<file path="src/rtl/slon5_pkg.sv">
// Shared types for the slon5 round datapath and its job scheduler.
// Stage and requester-id widths track the default core configuration.
package slon5_pkg;

    localparam int STAGE_NUM     = 16;
    localparam int STAGE_W       = $clog2(STAGE_NUM);
    localparam int SCHED_REQ_NUM = 4;
    localparam int SCHED_ID_W    = $clog2(SCHED_REQ_NUM);

    typedef enum logic [1:0] {
        IDLE,
        LOAD,
        RUN,
        RESP
    } SchedState_t;

    typedef logic [STAGE_W-1:0]    Stage_t;
    typedef logic [SCHED_ID_W-1:0] ReqId_t;

endpackage

</file>
<file path="src/rtl/slon5_rr_arb.sv">
// Combinational round-robin arbiter: first set request at or after ptr wins.
// Grant is one-hot; win is the encoded index of the granted requester.
module slon5_rr_arb #(
    parameter int  REQ_NUM = 4,
    localparam int ID_W    = $clog2(REQ_NUM)
) (
    input  logic [REQ_NUM-1:0] req,
    input  logic [ID_W-1:0]    ptr,
    input  logic               en,
    output logic [REQ_NUM-1:0] gnt,
    output logic [ID_W-1:0]    win
);

    logic [ID_W-1:0] idx;

    // Scan from the farthest offset down so the nearest requester wins last.
    always_comb begin
        gnt = '0;
        win = '0;
        idx = '0;
        for (int i = REQ_NUM - 1; i >= 0; i--) begin
            idx = ID_W'((32'(ptr) + 32'(i)) % REQ_NUM);
            if (en && req[idx]) begin
                gnt      = '0;
                gnt[idx] = 1'b1;
                win      = idx;
            end
        end
    end

endmodule

</file>
<file path="src/rtl/slon5_sched.sv">
// Round-robin job scheduler sharing one iterative slon5 round core:
// grant, load, step STAGE_NUM rounds, then return the tagged result.
module slon5_sched #(
    parameter int  REQ_NUM   = 4,
    parameter int  STAGE_NUM = slon5_pkg::STAGE_NUM,
    parameter int  DATA_W    = 32,
    localparam int ID_W      = $clog2(REQ_NUM),
    localparam int STAGE_W   = $clog2(STAGE_NUM)
) (
    input  logic                           clk,
    input  logic                           rst,
    input  logic [REQ_NUM-1:0]             req_valid,
    input  logic [REQ_NUM-1:0][DATA_W-1:0] req_data,
    output logic [REQ_NUM-1:0]             req_ready,
    output logic                           core_load,
    output logic [DATA_W-1:0]              core_din,
    output logic                           core_en,
    output logic [STAGE_W-1:0]             core_stage,
    output logic                           core_last,
    input  logic [DATA_W-1:0]              core_dout,
    input  logic                           hold,
    output logic                           resp_valid,
    input  logic                           resp_ready,
    output logic [ID_W-1:0]                resp_id,
    output logic [DATA_W-1:0]              resp_data,
    output logic                           busy
);

    import slon5_pkg::*;

    SchedState_t        state_q, state_d;
    logic [ID_W-1:0]    rr_ptr_q, rr_ptr_d;
    logic [ID_W-1:0]    job_id_q, job_id_d;
    logic [STAGE_W-1:0] stage_q, stage_d;
    logic [DATA_W-1:0]  din_q, din_d;
    logic [DATA_W-1:0]  res_q, res_d;
    logic               first_q, first_d;
    logic [REQ_NUM-1:0] gnt;
    logic [ID_W-1:0]    win;

    slon5_rr_arb #(
        .REQ_NUM (REQ_NUM)
    ) u_arb (
        .req (req_valid),
        .ptr (rr_ptr_q),
        .en  (state_q == IDLE),
        .gnt (gnt),
        .win (win)
    );

    assign req_ready  = gnt;
    assign busy       = (state_q != IDLE);
    assign core_din   = din_q;
    assign core_stage = stage_q;

    always_comb begin
        state_d    = state_q;
        rr_ptr_d   = rr_ptr_q;
        job_id_d   = job_id_q;
        stage_d    = stage_q;
        din_d      = din_q;
        res_d      = res_q;
        first_d    = 1'b0;
        core_load  = 1'b0;
        core_en    = 1'b0;
        core_last  = 1'b0;
        resp_valid = 1'b0;
        resp_id    = '0;
        resp_data  = '0;
        unique case (state_q)
            IDLE: begin
                if (|gnt) begin
                    din_d    = req_data[win];
                    job_id_d = win;
                    rr_ptr_d = (win == ID_W'(REQ_NUM - 1)) ? '0 : win + 1'b1;
                    state_d  = LOAD;
                end
            end
            LOAD: begin
                core_load = 1'b1;
                stage_d   = '0;
                state_d   = RUN;
            end
            RUN: begin
                core_en   = !hold;
                core_last = (stage_q == STAGE_W'(STAGE_NUM - 1)) && !hold;
                if (!hold) begin
                    stage_d = stage_q + 1'b1;
                end
                if (core_last) begin
                    stage_d = '0;
                    first_d = 1'b1;
                    state_d = RESP;
                end
            end
            RESP: begin
                // Core output is only guaranteed on the entry cycle; keep a copy.
                resp_valid = 1'b1;
                resp_id    = job_id_q;
                resp_data  = first_q ? core_dout : res_q;
                res_d      = resp_data;
                if (resp_ready) begin
                    state_d = IDLE;
                end
            end
            default: state_d = IDLE;
        endcase
    end

    always_ff @(posedge clk) begin
        if (rst) begin
            state_q  <= IDLE;
            rr_ptr_q <= '0;
            job_id_q <= '0;
            stage_q  <= '0;
            din_q    <= '0;
            res_q    <= '0;
            first_q  <= 1'b0;
        end else begin
            state_q  <= state_d;
            rr_ptr_q <= rr_ptr_d;
            job_id_q <= job_id_d;
            stage_q  <= stage_d;
            din_q    <= din_d;
            res_q    <= res_d;
            first_q  <= first_d;
        end
    end

endmodule

</file>
<file path="config.mk">
export PLATFORM = sky130hd
export DESIGN_NAME = slon5_sched
export DESIGN_NICKNAME = d
export VERILOG_FILES = /design/src/rtl/slon5_pkg.sv /design/src/rtl/slon5_rr_arb.sv /design/src/rtl/slon5_sched.sv
export SDC_FILE = /design/constraint.sdc
export NUM_CORES = 1
export LEC_CHECK = 0
export ABC_CLOCK_PERIOD_IN_PS = 9200
export BUFFER_PORTS_ARGS = -buffer_cell sky130_fd_sc_hd__buf_2
export CAP_MARGIN = 10
export CELL_PAD_IN_SITES_DETAIL_PLACEMENT = 1
export CELL_PAD_IN_SITES_GLOBAL_PLACEMENT = 1
export CORE_ASPECT_RATIO = 1.1
export CORE_MARGIN = 8
export CORE_UTILIZATION = 30
export CTS_BUF_LIST = sky130_fd_sc_hd__clkbuf_8 sky130_fd_sc_hd__clkbuf_16
export CTS_CLUSTER_SIZE = 28
export DETAILED_ROUTE_END_ITERATION = 16
export PLACE_DENSITY = 0.85
export SLEW_MARGIN = 20
export SYNTH_ARGS = -nofsm -noshare
export SYNTH_HDL_FRONTEND = slang
export SYNTH_SLANG_ARGS = --single-unit
</file>
<file path="constraint.sdc">
create_clock -name clk -period 9.2 [get_ports clk]
set_input_delay 1.38 -clock clk [delete_from_list [all_inputs] [get_ports clk]]
set_output_delay 1.38 -clock clk [all_outputs]
set_load 0.005 [all_outputs]
</file>
Yosys cells after proc, flatten, opt, wreduce, memory -nomap -nowiden --
Index checks and enable logic that the tools add are counted.
Storage, ports and cells: memories 0, memory bits (read-only) 0, bits in registers 75, latch bits 0, input port bits 168, bits in writable memories 0, logic and storage cells 91
Operators by class: shifts and indexed selects 0, bitwise gates (word level) 1, add/subtract/negate cells 5, $mul 0, muxes and demuxes 42, magnitude comparators 9, equality and inequality tests 9, div/mod/pow operators 0, reduce and logical (&&, ||, !) cells 18
Operators with widths (number):
- 32-bit 2-to-1 mux | 3
- 32-bit binary-select mux with 2-bit select | 1
- 4-bit 2-to-1 mux | 6
- 2-bit 2-to-1 mux | 9
- 2-bit by 3-bit < comparator with 1-bit output (second input constant) | 5
- 1-bit 2-to-1 mux | 13
- 1-bit logical AND | 9
- 1-bit binary-select mux with 2-bit select | 4
- 1-bit demux with 2-bit select | 4
- 2-bit by 1-bit greater-or-equal comparator with 1-bit output (second input constant) | 4
- 2-bit one-hot mux with 4 select lines | 1
- 4-bit one-hot mux with 2 select lines | 1
- 2-bit == test (second input constant) | 3
- 2-bit inequality test (second input constant) | 3
- 2-bit by 1-bit adder with 2-bit output (second input constant) | 2
- 2-bit adder (second input constant) | 2
- 4-bit by 1-bit adder with 4-bit output (second input constant) | 1
- 4-bit == test (second input constant) | 1
- 2-bit AND reduction | 2
- 2-bit nonzero test | 2
- 4-bit OR reduction | 1
- 3-bit inequality test (second input constant) | 1
- 3-bit AND reduction | 1
- 2-bit by 1-bit == test with 1-bit output (second input constant) | 1
- 4 further kinds | 4

Depth between registers and ports, before layout --
word-level depth 12, depth in mapped cells 12

By module --
A second synthesis with hierarchy kept.
Second synthesis, totals: cell total of the unflattened synthesis 534, area, all modules 4685.7 um^2
Modules (own cells, without submodules):
- slon5_sched | cells each 457, instances 1, area an instance 4121.5 um^2, sequential area each 1501.4 um^2
- slon5_rr_arb | cells each 77, instances 1, area an instance 564.3 um^2, sequential area each 0.0 um^2

Worst setup path after synthesis --
OpenSTA, ideal clock, no wires.
path type input to output, start in req_valid[0], end out req_ready[3], required time 7.820 ns, stages on the path 5, arrival time 2.735 ns, slack 5.085 ns, path through buf_2 > or3b_2 > a211oi_1 > o211ai_1 > a31oi_1
On the way: cells in the longest elaborated chain, start to end 7, elaborated cells on any way between the ends 16, classes of those cells mux (12); reduce/logical (4)
RTL lines:
- start, declared | RTL line slon5_sched.sv:12 | input logic [REQ_NUM-1:0] req_valid,
- 1-bit binary-select mux with 2-bit select | RTL line slon5_rr_arb.sv:23 | if (en && req[idx]) begin
- 1-bit 2-to-1 mux (implied by the code) | RTL line slon5_rr_arb.sv:23
- 1-bit logical AND | RTL line slon5_rr_arb.sv:23
- 4-bit 2-to-1 mux (3 in a row) | RTL line slon5_rr_arb.sv:23
- 4-bit 2-to-1 mux (*) | RTL line slon5_rr_arb.sv:23
- end, declared | RTL line slon5_sched.sv:14 | output logic [REQ_NUM-1:0] req_ready,
Mark *: on every way between the ends. The rest lies on a longest branch, timed or not. The select of a mux whose other input is x is not followed.

Final worst setup path --
start reg rr_ptr_q[0], end out req_ready[0]
On the way: cells in the longest elaborated chain, start to end 9, elaborated cells on any way between the ends 39, classes of those cells add/sub (3); order compare (8); mux (20); reduce/logical (8)
RTL lines:
- start, declared | RTL line slon5_sched.sv:32 | logic [ID_W-1:0] rr_ptr_q, rr_ptr_d;
- start signal, assigned | RTL line slon5_sched.sv:121 | rr_ptr_q <= rr_ptr_d;
- 2-bit adder | RTL line slon5_rr_arb.sv:22 | idx = ID_W'((32'(ptr) + 32'(i)) % REQ_NUM);
- 2-bit by 3-bit < comparator with 1-bit output (implied by the code) / 2-bit by 1-bit greater-or-equal comparator with 1-bit output (equally long branches) | RTL line slon5_rr_arb.sv:25 | gnt[idx] = 1'b1;
- 1-bit logical AND (implied by the code) | RTL line slon5_rr_arb.sv:25
- 1-bit 2-to-1 mux (implied by the code) | RTL line slon5_rr_arb.sv:25
- 1-bit demux with 2-bit select
- 4-bit 2-to-1 mux (3 in a row) | RTL line slon5_rr_arb.sv:23
- 4-bit 2-to-1 mux (*) | RTL line slon5_rr_arb.sv:23
Marked as above.

==> reports/qor.csv <==
metric,value,unit
firstDrtPassIters,4,
slew_headroom,28.2,%
die_width,138,um
drive_gt1_share,36.0,%
first_iter_violations,112,
num_io_pins,247,
r2r_slack,4970,ps
hold_class,reg2reg,
swShare,39.7,%
cts_buffers,9,
clk_path_buf_depth,2,
gp_congestion,0.790,
cts_setup_buffers,0,
tritoncts,yes,
final_core_util,40.6,%
cts_root_buffer,clkbuf_16,
ys_ff_latch,75,
synth_cells,560,
required,7820,ps
dieArea,20700,um^2
critPathBufInv,2,
timing_worst_setup_path_type,reg2out,
placementRows,49,
start_kind,flop,
portBuffers,246,
grt-ovfl-total,0,
holdWs,454,ps
power.internal,0.00109,W
cap_violations,0,
start_util,30.3,%
crit_path_top_delay_cell,dfxtp_1,
grt_pass1_vias,5093,
worst_slack,4540,ps
setup_tns,0,ps
layout_common_cells,"buf_2 (246), mux2i_1 (167), dfxtp_1 (74)",
die_height,150,um
report.final.slew_viol_count,0,
pre_cts_ws,4790,ps
track_usage,15.3,%
avgSynthCellArea,8.75,um^2
grt_max_degree,75,
crit_fanout,12,
layout.nets,958,
syn_to_final_growth,34.2,%
hold_violations,0,
setup_viol,0,
synth_fp_nets,742,
antenna_found_initial,1,
cts.clk_slew.worst_paths,60,ps
cts_max_level,3,
final_antenna_net_count,0,
drcViolationCount,0,
synthDistinctLibCells,44,
clk_latency,340,ps
vias_per_cell,4.91,
cts_sinks,75,
power.density,276,nW/um^2
routedWlPerCell,17.0,um
fmax,215,MHz
final_common_cell,buf_2,
rsz0062_at_grt,no,
p_clk_share,21.7,%
diodes,0,
synth_area,4900,um^2
ctsHoldBuffers,0,
arrival,3280,ps
fin_crit,4660,ps
power.total,0.00182,W
worst_pin_slew,1080,ps
crit_path_end_kind,primary output,
p_leak,2.98,nW
switchingPower,0.000722,W
fin_worst_skew,4.95,ps
wl,16.8,mm
irDropWorstVdd,181,uV
cp_cell_sequence,inv_1 -> ha_1 -> or3b_2 -> a211oi_1 -> o211ai_1 -> a31oi_1 -> buf_2,
core-area,16200,um^2
grt_pass1_wl,25.1,mm
cpLargestDelayFamily,compound AO/OA/AOI/OAI gates,
p_comb_share,54.3,%
ys.warnings.count,0,
synth_seq_area_share,30.6,%
dr_total_vias,4837,
period_share,50.6,%
status,completed,
hpwl,13.0,mm
cpPeakStageDelay,660,ps
power_frac_seq,24.0,%
cts_resized,0,
[area by class of cell]
class	count	area, um^2
repair buffers	250	1260
inverters	10	37.5
clock buffers	9	225
clock inverters	7	106
multi-input cells	430	3190
fillers	2013	9610
well taps	204	255
flip-flops and latches	75	1500
[flip-flops by register name, summed over array words and instances, names as in the netlist]
signal,cells
core_din,32
res_q,32
core_stage,4
job_id_q,2
rr_ptr_q,2
state_q,2
first_q,1
[Yosys cell counts, drive strengths merged]
cell       n  area share [%]
nand3b     2            0.31
a21o       1            0.15
o211ai     5            0.77
or3b       2            0.36
a21oi     42             4.3
o211a      1            0.20
inv       10            0.77
ha        14             3.6
o221a      1            0.41
mux2       2            0.46
or4        2            0.31
nor2      48             3.7
a31oi      5            0.64
o2111ai    1            0.18
nand2     67             5.1
xor2       1            0.18
o21ai      5            0.51
o31ai      1            0.26
mux4       1            0.46
a221oi     1            0.18
buf       17             2.1
o22ai      2            0.26
o22a       1            0.18
dfxtp     75              31
o21a       1            0.15
clkbuf    28             2.2
nor3b      1            0.15
nor3       1            0.10
nor2b     33             4.2
nand2b     2            0.26
o311a      1            0.20
and3       1            0.13
a211oi     4            0.61
mux2i    167              34
a22oi      2            0.31
nand3      5            0.61
and2       5            0.64
nand4b     1            0.18
and4       1            0.18
[power by group through the flow]
stage | Combinational, W | Sequential, W | Clock, W
final | 0.000987 | 0.000436 | 0.000393
after global routing | 0.00108 | 0.000443 | 0.000424
after CTS | 0.00100 | 0.000436 | 0.000410
after detailed placement | 0.00100 | 0.000441 | 0
after global placement | 0.000979 | 0.000439 | 0
after floorplan | 0.000756 | 0.000434 | 0
[path summary, 6_finish.rpt]
path | from | cells past startpoint | to
worst max register to register | rr_ptr_q[0]$_SDFFE_PP0P_ | 10 | core_din[3]$_SDFFE_PP0P_
worst min register to register | res_q[14]$_SDFFE_PP0P_ | 2 | res_q[14]$_SDFFE_PP0P_
worst max-delay path | rr_ptr_q[0]$_SDFFE_PP0P_ | 7 | req_ready[0]
worst min-delay path | res_q[14]$_SDFFE_PP0P_ | 2 | res_q[14]$_SDFFE_PP0P_
[cell families after synthesis]
group                      Yosys count  share of synthesized area (%)
and+or+nand+nor                    171                           16.2
adders and majority gates           14                           3.58
DFF                                 75                           30.6
AOI/OAI and AO/OA                   74                           9.30
xor gates and xnor gates             1                          0.179
buffers and inverters               55                           5.03
muxes                              170                           35.0
[worst register-to-register path, stage by stage, from the launching register on]
cell and delay [ps]:
dfxtp_1 660, inv_1 310, ha_1 510, nand2b_1 210, o21ai_0 200, a221oi_4 690, buf_4 830, mux2i_1 340
mux2i_1 110, mux2i_1 160, nor2_1 50
[layer usage]
| metal | GRT usage, % | part of all wire, % |
|---|---|---|
| met1 | 15.9 | 39 |
| met2 | 28.0 | 51 |
| met3 | 5.17 | 8.7 |
| met4 | 4.95 | 1.4 |
| met5 | 0 | 0.078 |
[through the flow]
| step | instance area (um^2) | cells |
|---|---|---|
| floorplan | 4900 | 560 |
| global placement | 6240 | 969 |
| detailed placement | 6240 | 969 |
| CTS | 6570 | 985 |
| global route | 6580 | 985 |
| finish | 6580 | 985 |
Power figures use the tool's default switching activity.
